===== config.mk =====
export PLATFORM = sky130hd
export DESIGN_NAME = fetch_queue
export DESIGN_NICKNAME = d
export VERILOG_FILES = /design/src/rtl/fetch_queue.sv
export SDC_FILE = /design/constraint.sdc
export NUM_CORES = 1
export LEC_CHECK = 0
export ABC_AREA = 1
export CAP_MARGIN = 40
export CORE_MARGIN = 2
export CORE_UTILIZATION = 34
export DETAILED_ROUTE_END_ITERATION = 12
export GPL_ROUTABILITY_DRIVEN = 1
export GPL_TIMING_DRIVEN = 0
export PLACE_DENSITY = 0.62
export SYNTH_ARGS = -nofsm -noshare
export SYNTH_HDL_FRONTEND = slang
export SYNTH_SLANG_ARGS = --single-unit
export TNS_END_PERCENT = 5

===== constraint.sdc =====
create_clock -name clk -period 5.6 [get_ports clk]
set_input_delay 1.12 -clock clk [delete_from_list [all_inputs] [get_ports clk]]
set_output_delay 1.12 -clock clk [all_outputs]
set_load 0.005 [all_outputs]

===== src/rtl/fetch_queue.sv =====
// Instruction fetch queue: sequential PC fetch into a circular buffer,
// presenting the oldest entry to decode, with redirect and reset flush.
module fetch_queue #(
    parameter logic [31:0] RESET_PC = 32'h0000_0200,
    parameter int          DEPTH    = 4
) (
    input  logic        clk,
    input  logic        rst,
    output logic        imemreq_val,
    output logic [31:0] imemreq_addr,
    input  logic [31:0] imemresp_data,
    input  logic        redirect_val,
    input  logic [31:0] redirect_pc,
    output logic        inst_val,
    input  logic        inst_rdy,
    output logic [31:0] inst,
    output logic [31:0] inst_pc
);

    localparam int PW = (DEPTH > 1) ? $clog2(DEPTH) : 1;
    localparam int CW = $clog2(DEPTH + 1);

    localparam logic [PW-1:0] PTR_ONE  = PW'(1);
    localparam logic [CW-1:0] CNT_ONE  = CW'(1);
    localparam logic [CW-1:0] CNT_FULL = CW'(DEPTH);

    typedef struct packed {
        logic [31:0] inst;
        logic [31:0] pc;
    } entry_t;

    entry_t        buf_q [DEPTH];
    entry_t        head_e;

    logic [31:0]   fetch_pc_q;
    logic [31:0]   fetch_pc_d;
    logic [PW-1:0] head_q;
    logic [PW-1:0] head_d;
    logic [PW-1:0] tail_q;
    logic [PW-1:0] tail_d;
    logic [CW-1:0] count_q;
    logic [CW-1:0] count_d;

    logic          full;
    logic          empty;
    logic          fetch;
    logic          deq;

    assign full  = (count_q == CNT_FULL);
    assign empty = (count_q == '0);

    // A slot freed by this cycle's dequeue never enables a fetch.
    assign imemreq_val  = !rst && !redirect_val && !full;
    assign imemreq_addr = fetch_pc_q;

    assign inst_val = !rst && !redirect_val && !empty;
    assign head_e   = buf_q[head_q];
    assign inst     = head_e.inst;
    assign inst_pc  = head_e.pc;

    assign fetch = imemreq_val;
    assign deq   = inst_val && inst_rdy;

    always_comb begin
        fetch_pc_d = fetch_pc_q;
        head_d     = head_q;
        tail_d     = tail_q;
        count_d    = count_q;

        if (rst) begin
            fetch_pc_d = RESET_PC;
            head_d     = '0;
            tail_d     = '0;
            count_d    = '0;
        end else if (redirect_val) begin
            fetch_pc_d = redirect_pc;
            head_d     = '0;
            tail_d     = '0;
            count_d    = '0;
        end else begin
            if (fetch) begin
                fetch_pc_d = fetch_pc_q + 32'd4;
                tail_d     = tail_q + PTR_ONE;
            end
            if (deq) begin
                head_d = head_q + PTR_ONE;
            end
            unique case ({fetch, deq})
                2'b10:   count_d = count_q + CNT_ONE;
                2'b01:   count_d = count_q - CNT_ONE;
                default: count_d = count_q;
            endcase
        end
    end

    always_ff @(posedge clk) begin
        fetch_pc_q <= fetch_pc_d;
        head_q     <= head_d;
        tail_q     <= tail_d;
        count_q    <= count_d;
    end

    // Storage needs no reset; validity is tracked by count.
    always_ff @(posedge clk) begin
        if (fetch) begin
            buf_q[tail_q] <= '{inst: imemresp_data, pc: fetch_pc_q};
        end
    end

endmodule


# Word level (Yosys, flattened, before mapping)
# Memory sizes are Yosys's and may differ from the RTL's. A register that Yosys moved wholly into a read port is not among the register bits.
# Cells that the tools add are included.
[totals]
ramBits = 256
n_memories = 1
mem_bits_ro = 0
wordCells = 32
latchBits = 0
output_inout_bits = 98
regBits = 39
[classes]
div_mod_pow = 0
multipliers = 0
n_reduce_logical = 12
addsub = 5
mux = 7
bitwise = 0
magnitude_cmp = 0
shift = 0
n_eq_ne = 3
[mem_list]
columns = ["memory", "depth", "word_bits", "read_ports", "rd_ports_with_merged_regs", "write_ports", "line", "rtl"]
rows = [
  ["buf_q", 4, 64, 1, 1, 1, "32", "entry_t buf_q [DEPTH];"],
]
[ops]
columns = ["operator", "count"]
rows = [
  ["32-bit two-way mux", 2],
  ["32-bit by 3-bit adder with 32-bit output, second input constant", 1],
  ["3-bit case mux with 2 select lines", 1],
  ["2-bit by 1-bit adder with 2-bit output, second input constant", 2],
  ["1-bit logical AND", 4],
  ["1-bit logical NOT", 4],
  ["2-bit two-way mux", 2],
  ["2-bit nonzero test", 2],
  ["3-bit by 1-bit adder with 3-bit output, second input constant", 1],
  ["3-bit equality test, second input constant", 1],
  ["3-bit logical NOT", 1],
  ["3-bit by 1-bit subtractor with 3-bit output, second input constant", 1],
  ["2-bit by 1-bit equality test with 1-bit output, second input constant", 1],
  ["2-bit equality test, second input constant", 1],
  ["1-bit two-way mux", 2],
  ["2-bit OR reduction", 1],
]

# Longest topological paths before layout
[logic_depth]
word_depth = 6
ltp_mapped = 12
depth_no_buf = 11

# Least setup slack after synthesis
# Ideal clock, no wire load.
[synth_timing]
kind = "input port to flip-flop"
from = "input port rst"
to = "memory buf_q[0][0] (netlist bit), enable pin"
required_time_ns = 5.114
setup_time_ns = 0.486
stages = 5
arrival_time_ns = 4.351
slack_ns = 0.763
n_path_buf = 2
cell_sequence = "buf_4 -> nor2_8 -> nand2_4 -> buf_2 -> nor2_1"
[synth_via]
elab_chain_cells = 5
[synth_rtl]
columns = ["element", "line", "rtl"]
rows = [
  ["start: declaration", "8", "input logic rst,"],
  ["1-bit logical NOT", "53", "assign imemreq_val = !rst && !redirect_val && !full;"],
  ["1-bit logical AND (2 in series)", "53", ""],
  ["1-bit two-way mux", "105", "if (fetch) begin"],
  ["1-bit two-way mux (not written as such)", "106", "buf_q[tail_q] <= '{inst: imemresp_data, pc: fetch_pc_q};"],
  ["end: declaration", "32", ""],
]
# Every way passes these cells.

==> summary.md <==
| Metric | Value |
|---|---|
| Site Rows | 69 |
| Initial antenna violation count | 2 |
| PD cells | 312 nW/um^2 |
| CTS tree | built |
| Rel. slew slack | 0.489 |
| Critical Path Start Type | flop |
| Synth cell types | 39 |
| Ys Warns | 0 |
| Grt ovf | 0 |
| Flops & latches, synth | 297 |
| DIE HEIGHT | 193 um |
| TritonRoute pass-1 iters | 7 |
| Status | completed |
| Total track usage | 0.175 |
| Max-slew violations | 0 |
| Critical path class | reg2out |
| GPL Wtd Cong | 0.861 |
| Worst path required time | 4.48 ns |
| Final period util | 0.740 |
| Die width | 193 um |
| Post-CTS Resized | 0 |
| Largest cells by area after synthesis | edfxtp_1, dfxtp_1, nor2_1 |
| Largest net degree at the start of global routing | 27 |
| DP HPWL | 21.4 mm |
| Sequential element share of the synthesized area | 0.701 |
| Critical path peak fanout | 10 |
| Pwr Total | 4.85 mW |
| DRC | 0 |
| Final wirelength | 32.6 mm |
| Hold_buf cts | 0 |
| Antenna viol nets, final | 0 |
| Die Area | 37200 um^2 |
| Clock Latency Late Sink | 0.51 ns |
| Static Leakage | 5.24 nW |
| # H-tree levels | 2 |
| Largest area contributor in the netlist | edfxtp_1 |
| RSZ-0062 raised after global routing | false |
| P_sw | 1.07 mW |
| Port buffer count | 163 |
| Vias per cell | 5.04 |
| Drt wl/cell | 18.6 um |
| Worst-case clock buffer depth | 3 |
| Max-cap violations | 0 |
| Final #Nets | 1342 |
| Syn_nets | 1134 |
| Core Region | 35400 um^2 |
| Sw Ratio | 0.220 |
| Comb pwr share | 0.061 |
| Worst setup EP type | output port |
| Syn Area/Cell | 11.5 um^2 |
| Vias | 8813 |
| Clock transition at path regs | 0.06 ns |
| DRT iter0 DRCs | 623 |
| Post-route cell area | 15600 um^2 |
| Layout Area Growth over Synthesis | 28.3% |
| Final setup vio count | 0 |
| Peak VDD IR | 193 uV |
| Post-Route Skew | 0.0174 ns |
| Top-area cell type share of the netlist area | 0.633 |
| CTS sink cnt | 297 |
| Layout cells sized above 1 | 0.0824 |
| CTS Root Cell | clkbuf_16 |
| TritonCTS buffer count | 34 |
| Hold/Removal Path Class | reg2reg |
| Crit path DAT | 3.02 ns |
| Clock power frac | 0.418 |
| I/O pins | 166 |
| Fmax | 241 MHz |
| Post-layout min period | 4.14 ns |
| DP Area | 14600 um^2 |
| Vias in the first global route | 8774 |
| Pint | 3.79 mW |
| First-pass GRT wire length | 49.6 mm |
| Mapped cell area | 12100 um^2 |
| Worst-margin pin slew | 0.767 ns |
| Sequential cell fraction of total power | 0.521 |
| Initial core utilization | 0.343 |
| Antenna Cells | 0 |
| Number of setup buffers added after CTS | 0 |
| Gate Count Post-Synth | 1059 |
| Final Hold Vio Count | 0 |
-- cell usage after synthesis --
cell type and n:
a211oi_1 1, a211oi_2 1, a21boi_2 1, a21oi_1 36, a221oi_1 1, a22oi_1 2, a31oi_1 1, and2_1 1
and3_1 2, buf_1 1, buf_2 14, buf_4 5, buf_6 1, clkbuf_1 36, clkinv_1 1, dfxtp_1 41
edfxtp_1 256, fa_1 1, ha_1 6, inv_1 41, inv_2 3, inv_4 1, nand2_1 123, nand2_2 5
nand2_4 2, nand3_1 34, nand4_1 2, nor2_1 202, nor2_2 3, nor2_4 9, nor2_8 2, nor3_1 1
o211ai_1 2, o21ai_0 145, o21ai_1 2, o22ai_1 69, o31ai_1 2, or2_2 2, xnor2_1 1
-- worst paths after layout --
check,cells after the start,startpoint,end,slack [ns]
setup / recovery,5,flop,inst_pc[13],1.46
hold / removal,1,head_q[0],head_q[0],0.47
setup reg to reg,11,count_q[0],count_q[2],3.24
hold reg to reg,1,head_q[0],head_q[0],0.47
-- placed cells by master (no fill, tap or decap), types with 36 or more instances in the layout --
| cell | Yosys | layout |
|---|---|---|
| o22ai_1 | 69 | 69 |
| edfxtp_1 | 256 | 256 |
| nor2_1 | 202 | 198 |
| inv_1 | 41 | 41 |
| a21oi_1 | 36 | 36 |
| dfxtp_1 | 41 | 41 |
| nand2_1 | 123 | 123 |
| clkbuf_1 | 36 | 42 |
| clkdlybuf4s50_1 | 0 | 163 |
| o21ai_0 | 145 | 145 |
-- registers in the layout, summed over array words and instances (netlist names), named ones only --
name and count:
head_q 2, buf_q 256, count_q 3, imemreq_addr 32, tail_q 2
-- area by class of cell --
class                   count  area (um^2)
inverters                  46          175
well taps                 461          577
repair buffers            172         1830
plain buffers              57          258
flip-flops and latches    297         8510
fillers                  3313        19800
clock buffers              40          873
clock inverters            16          130
multi-input cells         659         3230
-- worst max-delay path, stage by stage (launching register included) --
cell,delay (ns)
dfxtp_1,0.33
clkbuf_1,0.59
clkbuf_1,0.43
o21ai_0,0.17
o22ai_1,0.40
clkdlybuf4s50_1,0.59
-- power groups by stage --
stage,sequential [mW],combinational (mW),clock (mW)
final,2.53,0.298,2.03
after global routing,2.54,0.328,2.15
after CTS,2.53,0.301,2.06
after detailed placement,2.57,0.300,0
after global placement,2.58,0.286,0
after floorplan,2.56,0.117,0
-- through the flow --
step                 util  setup slack [ns]  instances  setup TNS (ns)  hold WS (ns)
finish              0.440              1.46       1748               0         0.474
floorplan               -             0.763       1059               0         0.436
global placement    0.405             -1.77       1683         -404.02         0.453
detailed placement  0.412              1.93       1692               0         0.463
CTS                 0.440              1.37       1748               0         0.477
global route        0.440              1.20       1748               0         0.517
-- kinds of logic after synthesis --
group	count (synthesis)	share of synthesized area
flops	297	0.701
compound gates	263	0.119
buf+inv	103	0.0357
simple gates	388	0.136
xor+xnor	1	0.000722
fa+ha+maj	7	0.00783
-- routing by layer --
layer	up-vias	part of all wire	GRT usage
met4	2	0.027	0.0548
met2	336	0.47	0.293
met5	-	0.00028	0
met1	4220	0.43	0.230
met3	61	0.071	0.0337
li1	4194	-	-
No activity file was read; power rests on OpenSTA's default activity.
